`src/rtl/fetch_prefetch_unit_if.sv`:
```
// Bus bundle between the fetch front end, the instruction memory and the IF/ID stage.
// master = fetch unit view, slave = memory/decode/branch-resolution view.
interface fetch_prefetch_unit_if;
    logic        imem_req_valid;
    logic        imem_req_ready;
    logic [31:0] imem_req_addr;
    logic        imem_rsp_valid;
    logic [31:0] imem_rsp_data;
    logic        redirect;
    logic [31:0] redirect_pc;
    logic        id_valid;
    logic        id_ready;
    logic [31:0] id_pc;
    logic [31:0] id_inst;

    modport master (
        output imem_req_valid, imem_req_addr, id_valid, id_pc, id_inst,
        input  imem_req_ready, imem_rsp_valid, imem_rsp_data, redirect, redirect_pc, id_ready
    );

    modport slave (
        input  imem_req_valid, imem_req_addr, id_valid, id_pc, id_inst,
        output imem_req_ready, imem_rsp_valid, imem_rsp_data, redirect, redirect_pc, id_ready
    );
endinterface

```
`src/rtl/fetch_prefetch_unit.sv`:
```
// Sequential instruction prefetcher: credit-limited requests, in-order response buffer,
// redirect flush with exact accounting of stale in-flight responses.
module fetch_prefetch_unit #(
    parameter int unsigned DEPTH    = 4,
    parameter logic [31:0] RESET_PC = 32'h0000_0000
) (
    input logic                   clk,
    input logic                   rst,
    fetch_prefetch_unit_if.master bus
);
    localparam int unsigned PW = $clog2(DEPTH);
    localparam int unsigned CW = PW + 1;
    localparam logic [CW-1:0] CNT_ZERO = {CW{1'b0}};
    localparam logic [CW-1:0] CNT_ONE  = CW'(1);
    localparam logic [PW-1:0] PTR_ONE  = PW'(1);
    localparam logic [CW:0]   CREDITS  = (CW+1)'(DEPTH);

    logic [31:0]   fetch_pc_r;
    logic [31:0]   exp_pc_r;
    logic [63:0]   fifo_r [DEPTH];
    logic [PW-1:0] rd_ptr_r;
    logic [PW-1:0] wr_ptr_r;
    logic [CW-1:0] count_r;
    logic [CW-1:0] outstanding_r;
    logic [CW-1:0] drop_cnt_r;

    logic [CW:0]   inflight_s;
    logic          credit_s;
    logic          req_fire_s;
    logic          rsp_ok_s;
    logic [CW-1:0] rsp_dec_s;
    logic [CW-1:0] req_inc_s;
    logic          push_s;
    logic          pop_s;
    logic          id_valid_s;
    logic [63:0]   head_s;

    // Credit check and handshake qualification; rst only gates the visible request
    always_comb begin
        inflight_s = {1'b0, count_r} + {1'b0, outstanding_r};
        credit_s   = (inflight_s < CREDITS);
        req_fire_s = credit_s & ~bus.redirect & bus.imem_req_ready;
        req_inc_s  = req_fire_s ? CNT_ONE : CNT_ZERO;
        rsp_ok_s   = bus.imem_rsp_valid & (outstanding_r != CNT_ZERO);
        rsp_dec_s  = rsp_ok_s ? CNT_ONE : CNT_ZERO;
        id_valid_s = (count_r != CNT_ZERO);
        push_s     = rsp_ok_s & (drop_cnt_r == CNT_ZERO) & ~bus.redirect;
        pop_s      = id_valid_s & bus.id_ready & ~bus.redirect;
        head_s     = fifo_r[rd_ptr_r];
    end

    assign bus.imem_req_valid = rst & ~bus.redirect & credit_s;
    assign bus.imem_req_addr  = fetch_pc_r;
    assign bus.id_valid       = id_valid_s;
    assign bus.id_pc          = id_valid_s ? head_s[63:32] : 32'h0000_0000;
    assign bus.id_inst        = id_valid_s ? head_s[31:0]  : 32'h0000_0000;

    // Buffer storage; contents are only observed through the valid-gated head
    always_ff @(posedge clk) begin
        if (push_s) begin
            fifo_r[wr_ptr_r] <= {exp_pc_r, bus.imem_rsp_data};
        end
    end

    // PCs, pointers and credit/drop counters; redirect overrides any same-cycle push/pop
    always_ff @(posedge clk or negedge rst) begin
        if (!rst) begin
            fetch_pc_r    <= RESET_PC;
            exp_pc_r      <= RESET_PC;
            rd_ptr_r      <= {PW{1'b0}};
            wr_ptr_r      <= {PW{1'b0}};
            count_r       <= CNT_ZERO;
            outstanding_r <= CNT_ZERO;
            drop_cnt_r    <= CNT_ZERO;
        end else if (bus.redirect) begin
            fetch_pc_r    <= {bus.redirect_pc[31:2], 2'b00};
            exp_pc_r      <= {bus.redirect_pc[31:2], 2'b00};
            rd_ptr_r      <= {PW{1'b0}};
            wr_ptr_r      <= {PW{1'b0}};
            count_r       <= CNT_ZERO;
            // Every request still in flight after this cycle belongs to the old stream
            outstanding_r <= outstanding_r - rsp_dec_s;
            drop_cnt_r    <= outstanding_r - rsp_dec_s;
        end else begin
            if (req_fire_s) begin
                fetch_pc_r <= fetch_pc_r + 32'd4;
            end
            outstanding_r <= outstanding_r + req_inc_s - rsp_dec_s;
            if (rsp_ok_s && (drop_cnt_r != CNT_ZERO)) begin
                drop_cnt_r <= drop_cnt_r - CNT_ONE;
            end
            if (push_s) begin
                exp_pc_r <= exp_pc_r + 32'd4;
                wr_ptr_r <= wr_ptr_r + PTR_ONE;
            end
            if (pop_s) begin
                rd_ptr_r <= rd_ptr_r + PTR_ONE;
            end
            if (push_s && !pop_s) begin
                count_r <= count_r + CNT_ONE;
            end else if (pop_s && !push_s) begin
                count_r <= count_r - CNT_ONE;
            end
        end
    end
endmodule

```
`src/flat_wrapper.sv`:
```
// flat-port wrapper written by rule: the top's interface ports become plain ports
module fetch_prefetch_unit_flat 
#(
    parameter int unsigned DEPTH    = 4,
    parameter logic [31:0] RESET_PC = 32'h0000_0000
)
  (clk, rst, bus_imem_req_valid, bus_imem_req_addr, bus_id_valid, bus_id_pc, bus_id_inst, bus_imem_req_ready, bus_imem_rsp_valid, bus_imem_rsp_data, bus_redirect, bus_redirect_pc, bus_id_ready);
  fetch_prefetch_unit_if bus_i ();
  input logic clk;
  input logic rst;
  output wire logic [$bits(bus_i.imem_req_valid)-1:0] bus_imem_req_valid;
  output wire logic [$bits(bus_i.imem_req_addr)-1:0] bus_imem_req_addr;
  output wire logic [$bits(bus_i.id_valid)-1:0] bus_id_valid;
  output wire logic [$bits(bus_i.id_pc)-1:0] bus_id_pc;
  output wire logic [$bits(bus_i.id_inst)-1:0] bus_id_inst;
  input wire logic [$bits(bus_i.imem_req_ready)-1:0] bus_imem_req_ready;
  input wire logic [$bits(bus_i.imem_rsp_valid)-1:0] bus_imem_rsp_valid;
  input wire logic [$bits(bus_i.imem_rsp_data)-1:0] bus_imem_rsp_data;
  input wire logic [$bits(bus_i.redirect)-1:0] bus_redirect;
  input wire logic [$bits(bus_i.redirect_pc)-1:0] bus_redirect_pc;
  input wire logic [$bits(bus_i.id_ready)-1:0] bus_id_ready;
  assign bus_imem_req_valid = bus_i.imem_req_valid;
  assign bus_imem_req_addr = bus_i.imem_req_addr;
  assign bus_id_valid = bus_i.id_valid;
  assign bus_id_pc = bus_i.id_pc;
  assign bus_id_inst = bus_i.id_inst;
  assign bus_i.imem_req_ready = bus_imem_req_ready;
  assign bus_i.imem_rsp_valid = bus_imem_rsp_valid;
  assign bus_i.imem_rsp_data = bus_imem_rsp_data;
  assign bus_i.redirect = bus_redirect;
  assign bus_i.redirect_pc = bus_redirect_pc;
  assign bus_i.id_ready = bus_id_ready;
  fetch_prefetch_unit #(.DEPTH(DEPTH), .RESET_PC(RESET_PC)) u_core (.clk(clk), .rst(rst), .bus(bus_i));
endmodule
```
`config.mk`:
```
export PLATFORM = sky130hd
export DESIGN_NAME = fetch_prefetch_unit_flat
export DESIGN_NICKNAME = d
export VERILOG_FILES = /design/src/rtl/fetch_prefetch_unit_if.sv /design/src/rtl/fetch_prefetch_unit.sv /design/src/flat_wrapper.sv
export SDC_FILE = /design/constraint.sdc
export NUM_CORES = 1
export LEC_CHECK = 0
export CORE_ASPECT_RATIO = 1.75
export CORE_UTILIZATION = 50
export CTS_CLUSTER_DIAMETER = 40
export DETAILED_ROUTE_END_ITERATION = 10
export GPL_TIMING_DRIVEN = 0
export PLACE_DENSITY_LB_ADDON = 0.05
export SYNTH_ARGS = -nofsm -noshare
export SYNTH_HDL_FRONTEND = slang
export SYNTH_SLANG_ARGS = --single-unit
```
`constraint.sdc`:
```
create_clock -name clk -period 3 [get_ports clk]
set_input_delay 0.75 -clock clk [delete_from_list [all_inputs] [get_ports clk]]
set_output_delay 0.75 -clock clk [all_outputs]
set_load 0.1 [all_outputs]
```
; ---- Yosys cells after proc, flatten, opt, wreduce, memory -nomap -nowiden
; Memories as Yosys holds them, arrays and structs flattened.
; Index checks and enable logic that the tools add are counted.
[totals]
regBits = 77
latchBits = 0
mem_bits_rw = 256
mem_bits_ro = 0
input_bits = 70
output_inout_bits = 98
mem_count = 1
[mem_list]
columns = name, depth, word_bits, read_ports, rd_clocked_by_memory_dff, write_ports, line_no
row1 = u_core.fifo_r, 4, 64, 1, 0, 1, fetch_prefetch_unit.sv:20  ; logic [63:0] fifo_r [DEPTH];
[op_classes]
add_sub_neg = 11
n_mul = 0
div_mod_pow = 0
magnitude_cmp = 1
n_eq_ne = 0
shift = 0
muxes = 20
bitwise_logic = 10
n_reduce_logical = 14
[op_table]
columns = op, n
row1 = $mux 32, 6
row2 = $add 32x3->32 const B, 2
row3 = $mux 3, 6
row4 = $reduce_bool 3->1, 4
row5 = $and 1x1->1, 9
row6 = $mux 2, 4
row7 = $reduce_bool 2->1, 4
row8 = $sub 3x1->3 const B, 2
row9 = $sub 3x3->3, 2
row10 = $add 2x1->2 const B, 2
row11 = $add 3x3->4, 1
row12 = $lt 4x3->1 const B, 1
row13 = $mux 1, 4
row14 = $add 3x1->3 const B, 1
row15 = $add 3x3->3, 1
row16 = $logic_and 1x1->1, 3
row17 = $logic_not 3->1, 1
row18 = $logic_not 1->1, 2
row19 = $not 1->1, 1

; ---- Depth between registers and ports, before layout
; Gate-level depths: netlist (run 1).
[depth]
ltp_word = 9
mapped_depth = 11
ltp_nobuf = 10

; ---- Worst setup path before layout (run 1)
; Ideal clock, no wire load.
[synth_path]
path_type = input to register
from = in bus_imem_rsp_valid
to = mem u_core.fifo_r[0][0] (enable)
arrival_ns = 2.921
required_ns = 2.573
slack_ns = -0.348
stages = 4
path_buffers = 1
cell_sequence = o31ai_1 -> nor2_1 -> clkbuf_1 -> and3_1
[synth_between]
elab_chain_cells = 5
[synth_lines]
columns = item, line_no
row1 = from (decl), flat_wrapper.sv:17  ; input wire logic [$bits(bus_i.imem_rsp_valid)-1:0] bus_imem_rsp_valid;
row2 = $and 1x1->1, fetch_prefetch_unit.sv:44  ; rsp_ok_s = bus.imem_rsp_valid & (outstanding_r != CNT_ZERO);
row3 = $and 1x1->1 (2 in series), fetch_prefetch_unit.sv:47  ; push_s = rsp_ok_s & (drop_cnt_r == CNT_ZERO) & ~bus.redirect;
row4 = $mux 1, fetch_prefetch_unit.sv:60  ; if (push_s) begin
row5 = $mux 1 (not written as such), fetch_prefetch_unit.sv:61  ; fifo_r[wr_ptr_r] <= {exp_pc_r, bus.imem_rsp_data};
row6 = to (decl), fetch_prefetch_unit.sv:20
; Every way passes these cells.

; ---- Final worst setup path (run 1)
[layout_path]
from = reg u_core.outstanding_r[2]
to = out bus_imem_req_valid
[layout_between]
elab_chain_cells = 3
[layout_lines]
columns = item, line_no
row1 = from (decl), fetch_prefetch_unit.sv:24  ; logic [CW-1:0] outstanding_r;
row2 = from (signal assigned), fetch_prefetch_unit.sv:82  ; outstanding_r <= outstanding_r - rsp_dec_s;
row3 = from (signal assigned), fetch_prefetch_unit.sv:88  ; outstanding_r <= outstanding_r + req_inc_s - rsp_dec_s;
row4 = $add 3x3->4, fetch_prefetch_unit.sv:40  ; inflight_s = {1'b0, count_r} + {1'b0, outstanding_r};
row5 = $lt 4x3->1, fetch_prefetch_unit.sv:41  ; credit_s = (inflight_s < CREDITS);
row6 = $and 1x1->1, fetch_prefetch_unit.sv:52  ; assign bus.imem_req_valid = rst & ~bus.redirect & credit_s;
row7 = to (decl), flat_wrapper.sv:11  ; output wire logic [$bits(bus_i.imem_req_valid)-1:0] bus_imem_req_valid;
; Every way passes these cells.

==> impl_metrics.json, run 1 <==
{
  "synth_largest_area_cell": "edfxtp_1",
  "die_y_um": 220.3,
  "violations": "setup timing",
  "syn_area_per_cell_um2": 16.40,
  "fillerInstances": 1968,
  "whs_ns": 0.05508,
  "place.detailed.hpwl_um": 19450,
  "htree_levels": 1,
  "r2r-end": "u_core.fifo_r[1][3]",
  "synth_warnings": 0,
  "leakagePower_nw": 5.998,
  "netlist_area_um2": 13610,
  "vias": 7725,
  "io_buffers": 161,
  "synth_fa_ha_area_share_pct": 1.581,
  "cap_violations": 0,
  "cp-startpoint": "u_core.outstanding_r[2]",
  "initial_core_util_pct": 51.00,
  "grt.total_usage_pct": 21.43,
  "p_total_mw": 16.50,
  "antenna_left": 0,
  "cts.sinks": 321,
  "clock_latency_ns": 0.55,
  "fin_util_pct": 64.14,
  "synth-simple-area-share_pct": 9.340,
  "min_period_over_period_pct": 100.2,
  "max-slew-margin-rel_pct": 33.94,
  "die_x_um": 126.7,
  "via_per_inst": 5.602,
  "multi_input_area_um2": 4203,
  "drive_above_1_share_pct": 30.24,
  "fin_crit_ns": 3.005,
  "synth_xor_area_share_pct": 3.539,
  "seq_area_frac_synth_pct": 68.14,
  "synth_top_family_by_area": "multiplexers",
  "io_pins": 168,
  "final_cell_area_um2": 17120,
  "reg2reg_setup_slack_ns": 0.32,
  "hold_path.class": "input port to asynchronous set/reset pin",
  "synth_top_cell_area_share_pct": 54.72,
  "first_global_vias": 8173,
  "synth_cell_types": 48,
  "finalWeightedCongestion": 0.8428,
  "rsz0062_at_grt": "true",
  "fin_tns_setup_ns": -0.004533,
  "power_density_nw_per_um2": 963.7,
  "synth-edff-count": 248,
  "critPathKind": "flip-flop to output pin",
  "setup_viol": 1,
  "seq_area_um2": 9279,
  "root_buffer": "clkbuf_16",
  "clockBufferDepth": 3,
  "grt_pass1_wl_um": 44770,
  "cp-endpoint": "bus_imem_req_valid",
  "fp.dieArea_um2": 27910,
  "finalWorstSetupSlack_ns": -0.004533,
  "fmax_mhz": 332.8,
  "synth_compound_area_share_pct": 2.629,
  "drt-pass1-iter-count": 4,
  "clk_pin_slew_ns": 0.07,
  "r2r_cells": 7,
  "status": "finished, violations left",
  "holdBufCountCts": 0,
  "endpoint_kind": "output pin",
  "irDropWorstVdd_uv": 507.8,
  "worst_ep_required_time_ns": 2.25,
  "layout.cells.non_filler": 1379,
  "drc": 0,
  "cpMaxStageDelayCell": "dfrtp_2",
  "slowest_delay_ns": 0.44,
  "synth-async-reset-ratio_pct": 22.74,
  "num-nets-final": 1120,
  "antennaDiodeCount": 0,
  "cts_made_buffers": 29,
  "maxSlewViolCount": 0,
  "placed_cell_area_um2": 15860,
  "grt_max_degree": 62,
  "skew_ns": 0.01337,
  "cts_tree": "built",
  "antenna_found_initial": 0,
  "drt_first_iter_violations": 372,
  "r2r-start": "u_core.drop_cnt_r[0]",
  "cp-start-kind": "flip-flop",
  "yosys-top-cells-area": "edfxtp_1 55%, dfrtp_1 13%, mux4_2 10%",
  "tightestPinTransition_ns": 0.9877,
  "rows": 79,
  "synth-seq-cells": 321,
  "hold_violations": 0,
  "critPathMaxFanout": 10,
  "wl_per_cell_um": 21.09,
  "muxShareOfSynthArea_pct": 12.89,
  "wl_um": 29090,
  "worstPathCellList": "ha_1 > nor3_4 > and2_4 > clkbuf_8 > and3_2 > buf_12",
  "area_growth_pct": 25.78,
  "cp_data_arrival_time_ns": 2.25,
  "syn_inst": 830,
  "design.core.area_um2": 26690,
  "dpl.cell_count": 1323,
  "overflow": 0,
  "synth_ff_type": "edfxtp_1",
  "pre_cts_ws_ns": -1.302
}
==> power by group <==
group	switching, mW	total (mW)	internal (mW)
clock	1.66	3.96	2.30
sequential	0.279	5.39	5.11
combinational	4.82	7.15	2.32
total	6.76	16.5	9.74
==> placed cells by master (no fill, tap or decap), types with 4 or more instances in the layout <==
cell / n
or3_1: 5
ha_1: 14
nand3_1: 26
nand4_1: 18
and4_1: 4
bufinv_16: 6
o21ai_0: 12
nor2_1: 28
o31a_1: 6
nor3_1: 7
xor2_1: 19
and2_1: 13
clkbuf_16: 30
dfrtp_1: 69
nand2_1: 26
and3_4: 4
and3_1: 10
buf_16: 5
mux4_2: 62
edfxtp_1: 248
clkinvlp_4: 4
clkbuf_4: 10
a21oi_1: 13
xnor2_1: 36
dfrtp_2: 4
and2_2: 50
o31ai_1: 5
buf_6: 32
inv_1: 20
a31oi_1: 9
clkbuf_1: 12
buf_4: 37
mux2_2: 30
buf_2: 4
clkdlybuf4s50_1: 94
nand2b_1: 6
conb_1: 4
buf_12: 8
a21boi_0: 5
nor4_1: 8
==> synthesized netlist by cell type (all sizes together) (10+ instances only) <==
cell type  number
a21oi          13
and2           65
and3           15
buf            12
clkbuf         30
dfrtp          73
edfxtp        248
ha             14
inv            21
mux2           30
mux4           62
nand2          26
nand3          27
nand4          19
nor2           28
nor3           10
o21ai          12
xnor2          36
xor2           19
==> layout make-up <==
class                   instances  share of cell area (%)
multi-input cells             449                   24.55
clock buffers                  29                   4.239
flip-flops and latches        321                   54.20
repair buffers                173                   10.53
clock inverters                23                   1.761
well taps                     324                   2.368
plain buffers                  39                   1.886
inverters                      21                  0.4605
==> routing by layer <==
layer / vias to the layer above / GRT usage [%] / wire length [um]
li1: 3592 / - / -
met1: 3909 / 24.63 / 11300
met2: 179 / 41.10 / 15910
met3: 45 / 2.539 / 1148
met4: 0 / 7.262 / 730
met5: - / 0 / 0
==> flip-flops by register name (all words and copies together) (netlist names) <==
signal and count:
u_core.rd_ptr_r 2, u_core.drop_cnt_r 3, u_core.count_r 3, u_core.outstanding_r 3
u_core.exp_pc_r 30, u_core.fifo_r 248, u_core.bus.imem_req_addr 30, u_core.wr_ptr_r 2
==> worst max-delay path: cells and delay by family (launching register included) <==
kind | cells | cell delay [ns]
adder cells (fa/ha/maj) | 1 | 0.33
buffers and inverters | 2 | 0.34
flip-flops | 1 | 0.44
AND/OR/NAND/NOR | 3 | 0.58
==> worst min path at each step <==
stage,from,endpoint,cells past startpoint
floorplan,rst,u_core.bus.imem_req_addr[10],0
global route,rst,u_core.bus.imem_req_addr[18],1
finish,rst,u_core.bus.imem_req_addr[14],1
detailed placement,u_core.exp_pc_r[17],u_core.fifo_r[3][49],0
CTS,rst,u_core.bus.imem_req_addr[14],1
global placement,u_core.exp_pc_r[17],u_core.fifo_r[3][49],0
==> kinds of logic (layout without fill, tap and decap cells) <==
| group | count (synthesis) | after routing |
|---|---|---|
| DFF | 321 | 321 |
| and+or+nand+nor | 224 | 224 |
| muxes | 94 | 94 |
| buffers and inverters | 63 | 285 |
| AOI/OAI and AO/OA | 56 | 56 |
| xor gates and xnor gates | 55 | 55 |
| adders and majority gates | 16 | 16 |
| other | 1 | 4 |
==> repair_timing <==
action	in CTS	in global routing
pin swaps	1	0
buffers inserted	6	0
resized for setup	461	44
hold endpoints to repair	0	0
setup endpoints to repair	69	57
gates cloned	0	1
No activity file was read; power rests on OpenSTA's default activity.
==> run 2, diff against run 1 <==
Settings changed: GPL_ROUTABILITY_DRIVEN set to 0.
==> results of run 2 <==
Same layout as run 1: the final DEF is identical, and so are final timing and power.
